--- config.mk ---
export PLATFORM = sky130hd
export DESIGN_NAME = tagged_minmax_queue
export DESIGN_NICKNAME = d
export VERILOG_FILES = /design/src/rtl/tagged_minmax_queue_pkg.sv /design/src/rtl/tmq_free_slot_enc.sv /design/src/rtl/tagged_minmax_queue.sv
export SDC_FILE = /design/constraint.sdc
export NUM_CORES = 2
export LEC_CHECK = 0
export ABC_CLOCK_PERIOD_IN_PS = 26000
export CELL_PAD_IN_SITES_DETAIL_PLACEMENT = 0
export CELL_PAD_IN_SITES_GLOBAL_PLACEMENT = 2
export CORE_UTILIZATION = 38
export CTS_BUF_LIST = sky130_fd_sc_hd__clkbuf_8 sky130_fd_sc_hd__clkbuf_16
export DETAILED_ROUTE_END_ITERATION = 8
export PLACE_DENSITY = 0.82
export SYNTH_ARGS = -nofsm -noshare
export SYNTH_HDL_FRONTEND = slang
export SYNTH_SLANG_ARGS = --single-unit
--- constraint.sdc ---
create_clock -name clk_in -period 26 [get_ports clk_in]
set_clock_uncertainty 0.05 [all_clocks]
set_input_delay 5.2 -clock clk_in [delete_from_list [all_inputs] [get_ports clk_in]]
set_output_delay 5.2 -clock clk_in [all_outputs]
set_load 0.005 [all_outputs]
--- src/rtl/tagged_minmax_queue_pkg.sv ---
// Shared types and helpers for tagged_minmax_queue: FSM state encoding,
// default slot index type and the all-ones tag constant builder.
package tagged_minmax_queue_pkg;

    localparam int unsigned TMQ_TAG_MAX_W     = 128;
    localparam int unsigned TMQ_DEFAULT_DEPTH = 8;

    typedef enum logic [0:0] {
        READY = 1'b0,
        SCAN  = 1'b1
    } tmq_state_e;

    typedef logic [$clog2(TMQ_DEFAULT_DEPTH)-1:0] slot_idx_t;

    // Builds a right-aligned all-ones pattern of the requested width (<= TMQ_TAG_MAX_W).
    function automatic logic [TMQ_TAG_MAX_W-1:0] TAG_ALL_ONES(input int unsigned width);
        logic [TMQ_TAG_MAX_W-1:0] ones;
        ones = {TMQ_TAG_MAX_W{1'b1}};
        return ones >> (TMQ_TAG_MAX_W - width);
    endfunction

endpackage

--- src/rtl/tmq_free_slot_enc.sv ---
// Lowest-index free slot priority encoder over the slot valid vector.
module tmq_free_slot_enc #(
    parameter int unsigned DEPTH = 8
) (
    input  logic [DEPTH-1:0]         valid,
    output logic [$clog2(DEPTH)-1:0] index,
    output logic                     any_free
);

    localparam int unsigned IDX_W = $clog2(DEPTH);

    // Walk from the top down so the lowest free index is the last one taken.
    always_comb begin
        index = {IDX_W{1'b0}};
        for (int i = int'(DEPTH) - 1; i >= 0; i--) begin
            index = valid[i] ? index : IDX_W'(i);
        end
    end

    assign any_free = ~(&valid);

endmodule

--- src/rtl/tagged_minmax_queue.sv ---
// Double-ended (tag, data) priority store with min/max kept by a one-slot-per-cycle scan.
// Optional keep-best replacement when full: define TAGGED_MINMAX_QUEUE_KEEP_BEST_EN.
module tagged_minmax_queue
    import tagged_minmax_queue_pkg::*;
#(
    parameter int unsigned DATA_WIDTH = 32,
    parameter int unsigned TAG_WIDTH  = 32,
    parameter int unsigned DEPTH      = 8
) (
    input  logic                     clk_in,
    input  logic                     rst_in,
    input  logic                     enq_valid_in,
    output logic                     enq_ready_out,
    input  logic [DATA_WIDTH-1:0]    enq_data_in,
    input  logic [TAG_WIDTH-1:0]     enq_tag_in,
    input  logic                     deq_valid_in,
    input  logic                     deq_max_in,
    output logic                     deq_ready_out,
    output logic [DATA_WIDTH-1:0]    data_out,
    output logic [TAG_WIDTH-1:0]     tag_out,
    output logic                     valid_out,
    output logic [$clog2(DEPTH):0]   size_out,
    output logic                     empty_out,
    output logic                     full_out,
    output logic [TAG_WIDTH-1:0]     min_tag_out,
    output logic [TAG_WIDTH-1:0]     max_tag_out,
    output logic                     stats_valid_out
`ifdef TAGGED_MINMAX_QUEUE_KEEP_BEST_EN
    ,
    output logic                     drop_out
`endif
);

    localparam int unsigned          IDX_W    = $clog2(DEPTH);
    localparam int unsigned          SIZE_W   = IDX_W + 1;
    localparam logic [TAG_WIDTH-1:0] TAG_ONES = TAG_WIDTH'(TAG_ALL_ONES(TAG_WIDTH));
    localparam logic [SIZE_W-1:0]    DEPTH_SZ = SIZE_W'(DEPTH);
    localparam logic [IDX_W-1:0]     LAST_IDX = IDX_W'(DEPTH - 1);

    tmq_state_e            state_r, state_nxt_s;

    logic [DEPTH-1:0]      valid_r;
    logic [TAG_WIDTH-1:0]  tag_mem_r  [DEPTH];
    logic [DATA_WIDTH-1:0] data_mem_r [DEPTH];
    logic [SIZE_W-1:0]     size_r;

    logic [TAG_WIDTH-1:0]  min_tag_r, max_tag_r;
    logic [IDX_W-1:0]      min_ptr_r, max_ptr_r;

    logic [IDX_W-1:0]      scan_idx_r;
    logic [TAG_WIDTH-1:0]  run_min_r, run_max_r;
    logic [IDX_W-1:0]      run_min_ptr_r, run_max_ptr_r;
    logic                  run_min_found_r, run_max_found_r;

    logic [DATA_WIDTH-1:0] data_out_r;
    logic [TAG_WIDTH-1:0]  tag_out_r;
    logic                  valid_out_r;

    logic                  full_s, empty_s;
    logic                  enq_ready_s, deq_ready_s, stats_valid_s;
    logic                  enq_fire_s, deq_fire_s;
    logic [IDX_W-1:0]      deq_ptr_s, enq_ptr_s, free_idx_s;
    logic                  any_free_s, enq_write_s, grow_s, scan_start_s, scan_last_s;
    logic                  drop_s;

    logic [TAG_WIDTH-1:0]  cur_tag_s, nxt_min_s, nxt_max_s;
    logic [IDX_W-1:0]      nxt_min_ptr_s, nxt_max_ptr_s;
    logic                  take_min_s, take_max_s;

    tmq_free_slot_enc #(.DEPTH(DEPTH)) u_free_enc (
        .valid    (valid_r),
        .index    (free_idx_s),
        .any_free (any_free_s)
    );

    assign full_s       = (size_r == DEPTH_SZ);
    assign empty_s      = (size_r == {SIZE_W{1'b0}});
    assign enq_fire_s   = enq_valid_in & enq_ready_s;
    assign deq_fire_s   = deq_valid_in & deq_ready_s;
    assign deq_ptr_s    = deq_max_in ? max_ptr_r : min_ptr_r;
    assign grow_s       = enq_write_s & (~full_s | deq_fire_s);
    assign scan_start_s = enq_write_s | deq_fire_s;
    assign scan_last_s  = (scan_idx_r == LAST_IDX);

    // State register.
    always_ff @(posedge clk_in or posedge rst_in) begin
        if (rst_in) begin
            state_r <= READY;
        end else begin
            state_r <= state_nxt_s;
        end
    end

    // Next-state: any accepted change triggers a full DEPTH-cycle rescan.
    always_comb begin
        state_nxt_s = state_r;
        case (state_r)
            READY:   state_nxt_s = scan_start_s ? SCAN : READY;
            SCAN:    state_nxt_s = scan_last_s ? READY : SCAN;
            default: state_nxt_s = READY;
        endcase
    end

    // Handshake and stats-valid decode; independent of the valid inputs.
    always_comb begin
        enq_ready_s   = 1'b0;
        deq_ready_s   = 1'b0;
        stats_valid_s = 1'b0;
        case (state_r)
            READY: begin
`ifdef TAGGED_MINMAX_QUEUE_KEEP_BEST_EN
                enq_ready_s   = 1'b1;
`else
                enq_ready_s   = ~full_s;
`endif
                deq_ready_s   = ~empty_s;
                stats_valid_s = 1'b1;
            end
            SCAN: begin
                enq_ready_s   = 1'b0;
                deq_ready_s   = 1'b0;
                stats_valid_s = 1'b0;
            end
            default: begin
                enq_ready_s   = 1'b0;
                deq_ready_s   = 1'b0;
                stats_valid_s = 1'b0;
            end
        endcase
    end

    // Enqueue target: freed slot when full with a dequeue, else lowest free, else replacement.
    always_comb begin
        enq_write_s = 1'b0;
        enq_ptr_s   = free_idx_s;
        drop_s      = 1'b0;
        if (enq_fire_s) begin
            if (deq_fire_s && full_s) begin
                enq_write_s = 1'b1;
                enq_ptr_s   = deq_ptr_s;
            end else if (any_free_s) begin
                enq_write_s = 1'b1;
                enq_ptr_s   = free_idx_s;
`ifdef TAGGED_MINMAX_QUEUE_KEEP_BEST_EN
            end else if (enq_tag_in < max_tag_r) begin
                enq_write_s = 1'b1;
                enq_ptr_s   = max_ptr_r;
            end else begin
                drop_s      = 1'b1;
            end
`else
            end else begin
                enq_write_s = 1'b0;
            end
`endif
        end else begin
            enq_write_s = 1'b0;
        end
    end

    // Slot storage: the dequeue frees its slot first so a same-slot enqueue wins.
    always_ff @(posedge clk_in or posedge rst_in) begin
        if (rst_in) begin
            valid_r <= {DEPTH{1'b0}};
            for (int i = 0; i < int'(DEPTH); i++) begin
                tag_mem_r[i]  <= {TAG_WIDTH{1'b0}};
                data_mem_r[i] <= {DATA_WIDTH{1'b0}};
            end
        end else begin
            if (deq_fire_s) begin
                valid_r[deq_ptr_s] <= 1'b0;
            end
            if (enq_write_s) begin
                valid_r[enq_ptr_s]    <= 1'b1;
                tag_mem_r[enq_ptr_s]  <= enq_tag_in;
                data_mem_r[enq_ptr_s] <= enq_data_in;
            end
        end
    end

    // Occupancy counter.
    always_ff @(posedge clk_in or posedge rst_in) begin
        if (rst_in) begin
            size_r <= {SIZE_W{1'b0}};
        end else begin
            case ({grow_s, deq_fire_s})
                2'b10:   size_r <= size_r + SIZE_W'(1);
                2'b01:   size_r <= size_r - SIZE_W'(1);
                default: size_r <= size_r;
            endcase
        end
    end

    // Running compare for the slot under scan; found flags make all-ones/zero tags still claim a pointer.
    always_comb begin
        cur_tag_s     = tag_mem_r[scan_idx_r];
        take_min_s    = valid_r[scan_idx_r] & (~run_min_found_r | (cur_tag_s < run_min_r));
        take_max_s    = valid_r[scan_idx_r] & (~run_max_found_r | (cur_tag_s > run_max_r));
        nxt_min_s     = take_min_s ? cur_tag_s  : run_min_r;
        nxt_min_ptr_s = take_min_s ? scan_idx_r : run_min_ptr_r;
        nxt_max_s     = take_max_s ? cur_tag_s  : run_max_r;
        nxt_max_ptr_s = take_max_s ? scan_idx_r : run_max_ptr_r;
    end

    // Scan sequencer and running min/max accumulators.
    always_ff @(posedge clk_in or posedge rst_in) begin
        if (rst_in) begin
            scan_idx_r      <= {IDX_W{1'b0}};
            run_min_r       <= TAG_ONES;
            run_max_r       <= {TAG_WIDTH{1'b0}};
            run_min_ptr_r   <= {IDX_W{1'b0}};
            run_max_ptr_r   <= {IDX_W{1'b0}};
            run_min_found_r <= 1'b0;
            run_max_found_r <= 1'b0;
        end else if (state_r == SCAN) begin
            scan_idx_r      <= scan_idx_r + IDX_W'(1);
            run_min_r       <= nxt_min_s;
            run_max_r       <= nxt_max_s;
            run_min_ptr_r   <= nxt_min_ptr_s;
            run_max_ptr_r   <= nxt_max_ptr_s;
            run_min_found_r <= run_min_found_r | take_min_s;
            run_max_found_r <= run_max_found_r | take_max_s;
        end else if (scan_start_s) begin
            scan_idx_r      <= {IDX_W{1'b0}};
            run_min_r       <= TAG_ONES;
            run_max_r       <= {TAG_WIDTH{1'b0}};
            run_min_found_r <= 1'b0;
            run_max_found_r <= 1'b0;
        end
    end

    // Published min/max and cached pointers, committed once the last slot is examined.
    always_ff @(posedge clk_in or posedge rst_in) begin
        if (rst_in) begin
            min_tag_r <= TAG_ONES;
            max_tag_r <= {TAG_WIDTH{1'b0}};
            min_ptr_r <= {IDX_W{1'b0}};
            max_ptr_r <= {IDX_W{1'b0}};
        end else if ((state_r == SCAN) && scan_last_s) begin
            min_tag_r <= nxt_min_s;
            max_tag_r <= nxt_max_s;
            min_ptr_r <= nxt_min_ptr_s;
            max_ptr_r <= nxt_max_ptr_s;
        end
    end

    // Dequeue response: payload captured at the accept edge, valid pulses one cycle.
    always_ff @(posedge clk_in or posedge rst_in) begin
        if (rst_in) begin
            data_out_r  <= {DATA_WIDTH{1'b0}};
            tag_out_r   <= {TAG_WIDTH{1'b0}};
            valid_out_r <= 1'b0;
        end else begin
            valid_out_r <= deq_fire_s;
            if (deq_fire_s) begin
                data_out_r <= data_mem_r[deq_ptr_s];
                tag_out_r  <= tag_mem_r[deq_ptr_s];
            end
        end
    end

`ifdef TAGGED_MINMAX_QUEUE_KEEP_BEST_EN
    logic drop_r;

    // Discard indication for offers that do not beat the current max.
    always_ff @(posedge clk_in or posedge rst_in) begin
        if (rst_in) begin
            drop_r <= 1'b0;
        end else begin
            drop_r <= drop_s;
        end
    end

    assign drop_out = drop_r;
`else
    logic unused_drop_s;
    assign unused_drop_s = drop_s;
`endif

    assign enq_ready_out   = enq_ready_s;
    assign deq_ready_out   = deq_ready_s;
    assign stats_valid_out = stats_valid_s;
    assign data_out        = data_out_r;
    assign tag_out         = tag_out_r;
    assign valid_out       = valid_out_r;
    assign size_out        = size_r;
    assign empty_out       = empty_s;
    assign full_out        = full_s;
    assign min_tag_out     = min_tag_r;
    assign max_tag_out     = max_tag_r;

endmodule

==> results by group <==
GRT
  – First-pass GRT wire length: 167000 µm
  – GRT overflow: 0
  – Largest net degree at the start of global routing: 154
  – Number of global-route vias before repair: 26600
  – Initial antenna violation count: 17
  – Global-route usage over all layers: 23.1%

Logic synthesis
  – Mapped Cells: roughly 2800
  – Synth warn: 0
  – Post-Syn Area per Cell: around 13 µm²
  – Main synth FF type: dfrtp_1
  – Synthesized net count: 2954
  – Post-synthesis mux area share: around 23%
  – Simple-Gate Fraction of Synth Area: 4.72%
  – Xor/xnor share of the synthesized area: 0.0987%
  – Synth Area in Compound Gates: 14.1%
  – Post-Synthesis Cell Area: between 0.03 and 0.04 mm²
  – Synthesized flop and latch total: 735
  – Share of the synthesized area in the top cell type: 47.3%
  – Post-synth EDFFs: 0
  – Yosys top cell by area: dfrtp_1
  – Synth top area cells: dfrtp_1, mux2_2, dfstp_2
  – Largest family of logic cells by synthesized area: multiplexers
  – Ys async rst share: 100%
  – Sequential fraction of the synthesis area: 52.0%
  – Synth cell types: 61
  – Post-synthesis adder-cell area fraction: 2.45%

Setup path
  – Kind of critical path: input pin to asynchronous set/reset pin
  – Crit start category: input pin
  – Worst setup EP type: asynchronous set/reset pin
  – Worst-path maximum fanout: 153
  – Critical path data arrival time: about 8900 ps
  – Worst EP required: ~27000 ps

STA
  – Hold Vio Cnt, Final: 0
  – RSZ-0062 raised after global routing: no
  – Fmax achieved: 120 MHz
  – Tmin final: 8360 ps
  – Worst-Margin Slew: 1200 ps
  – Setup violators final: 0
  – Slew headroom: 19.8%
  – Slew Limit Fails: 0
  – Setup_tns: 0 ps
  – Final worst-path cycle share: 32.1%
  – Fin Hold WS: 432 ps

Routing
  – Initial DRC Count: about 2000
  – Final ANT Viol Nets: 0
  – Total vias in the final route: 25200
  – 1st-pass router iterations: 6
  – Remaining DRCs: 0
  – Max layer used: met5
  – Met3 routed WL: 6660 µm
  – Met2 wire length: 53500 µm
  – Routed vias/inst: about 5.9
  – Final WL: around 110000 µm
  – DR WL/cell: 25.8 µm
  – Wl on met1: 46000 µm

Final layout
  – Share of layout cells above drive strength 1: a little under a third
  – Fin nets: 3069
  – Design Area, Final: 0.0414 mm²
  – Layout area overhead: 16.6%
  – Most frequent cells in the layout: dfrtp_1, mux2_2, clkdlybuf4s50_1
  – Most common cell after layout, fill and taps aside: dfrtp_1

Floorplan
  – Die Ht: between 300 and 400 µm
  – I/O Pins: 207
  – Starting density of the core: 38.5%
  – Core area: 0.0921 mm²
  – Die W: slightly above 300 µm
  – Number of placement rows: around 110
  – Die area: 0.0946 mm²

Clock network
  – Reg clk slew, reported paths: 50 ps
  – Hold-fix buffers at CTS: 0
  – CTS tree: yes
  – CTS buffer count: 81
  – Htree depth: 3
  – Cts repair resizes: 0
  – Worst skew pair latency: 660 ps
  – Clock buffer depth: 3
  – # clock sinks: 735
  – CTS root buf: clkbuf_16
  – Postcts setup bufs: 0

Power
  – Sw frac: 38.3%
  – P_sw: 1.94 mW
  – Sequential power share: 36.8%
  – Power Density: 123 mW/mm²
  – Max VDD drop: 0.0000641 V
  – Pint: 3.13 mW
  – Power share of the combinational group: 40.5%
  – Leakage: 18.5 nW
  – Clk pwr share: 22.7%

Place
  – Post-DP Area: 0.0387 mm²
  – Post-DP HPWL: 64500 µm
  – GPL Wtd Cong: ~0.8
  – IO Port Bufs: roughly 200

Hold path
  – Worst hold path class: register to register

Run
  – Max-Cap Viols: 0

Run status
  – Outcome: finished, final reports clean
## cell usage after synthesis (all sizes together), types with 3 or more instances
cell type	n
o21a	6
nand2	116
mux2	551
mux2i	39
ha	68
and3	4
a21oi	66
nor2	132
dfrtp	671
o211ai	5
nand4	13
nor4	5
a31oi	28
a211oi	6
a22o	97
and2	10
o31ai	33
clkbuf	135
a22oi	126
o22ai	3
or3	4
inv	110
nand3	4
a221oi	54
a21o	36
o21ai	58
dfstp	64
nor3	84
a222oi	11
mux4	66
a41oi	37
nor2b	5
buf	81
a221o	31
o221a	31
## power by group through the flow
stage                     sequential [mW]  combinational [mW]  clock, mW
after detailed placement             1.88                2.06          0
final                                1.87                2.06       1.15
after floorplan                      1.74                1.40          0
after CTS                            1.86                2.07       1.18
after global placement               1.85                2.01          0
after global routing                 1.91                2.24       1.22
## per-layer routing
metal  up-vias  global-route usage (%)
met5         -                       0
met4        18                    7.90
met3       248                    3.96
met2       884                    39.0
met1     13200                    29.9
li1      10900                       -
## logic make-up after synthesis
| kind of cell | count (synthesis) |
|---|---|
| buf+inv | 326 |
| fa+ha+maj | 69 |
| simple gates | 382 |
| xor+xnor | 4 |
| compound gates | 644 |
| flops | 735 |
| mux | 656 |
## registers in the layout (all words and copies together), names as in the netlist
name	flops
run_min_ptr_r	3
data_mem_r	256
run_max_ptr_r	3
tag_out	32
run_max_r	32
valid_out	1
scan_idx_r	3
max_ptr_r	3
max_tag_out	32
run_min_found_r	1
size_out	4
min_tag_out	32
state_r	1
valid_r	8
run_max_found_r	1
tag_mem_r	256
min_ptr_r	3
run_min_r	32
data_out	32
## area by class of cell
type,instances,area (µm²)
fill,8263,50700
antenna,6,15.0
timing repair buffer,248,2380
inverter,110,423
clock buffer,98,2260
tap,1243,1560
sequential,735,18500
multi-input combinational,1755,15800
clock inverter,46,429
## metrics by stage
step                utilization (%)  worst slack [ps]  instances  power (mW)
finish                         44.9             17640       4241        5.08
global route                   44.9             17000       4240        5.38
CTS                            44.9             17440       4235        5.11
detailed placement             42.0             16750       4091        3.94
global placement               42.0             16830       4091        3.86
floorplan                         -               233       2816        3.14
## critical path: stages
cell and delay (ps):
clkdlybuf4s50_1 490, inv_8 680, buf_4 820, buf_4 750, buf_4 800
## worst paths after layout
check | from | end | slack, ps | cells past startpoint
hold / removal | tag_out[6]$_DFFE_PP0P_ | tag_out[6]$_DFFE_PP0P_ | 430 | 1
max in group clk_in | deq_max_in | data_out[29]$_DFFE_PP0P_ | 17940 | 8
setup reg to reg | scan_idx_r[0]$_DFFE_PP0P_ | max_tag_out[4]$_DFFE_PP0P_ | 20160 | 10
setup / recovery | rst_in | max_tag_out[15]$_DFFE_PP0P_ | 17640 | 5
hold reg to reg | tag_out[6]$_DFFE_PP0P_ | tag_out[6]$_DFFE_PP0P_ | 430 | 1
min in group asynchronous | rst_in | valid_out$_DFF_PP0_ | 5110 | 2
Note: power is estimated with default switching activity, not from simulation.
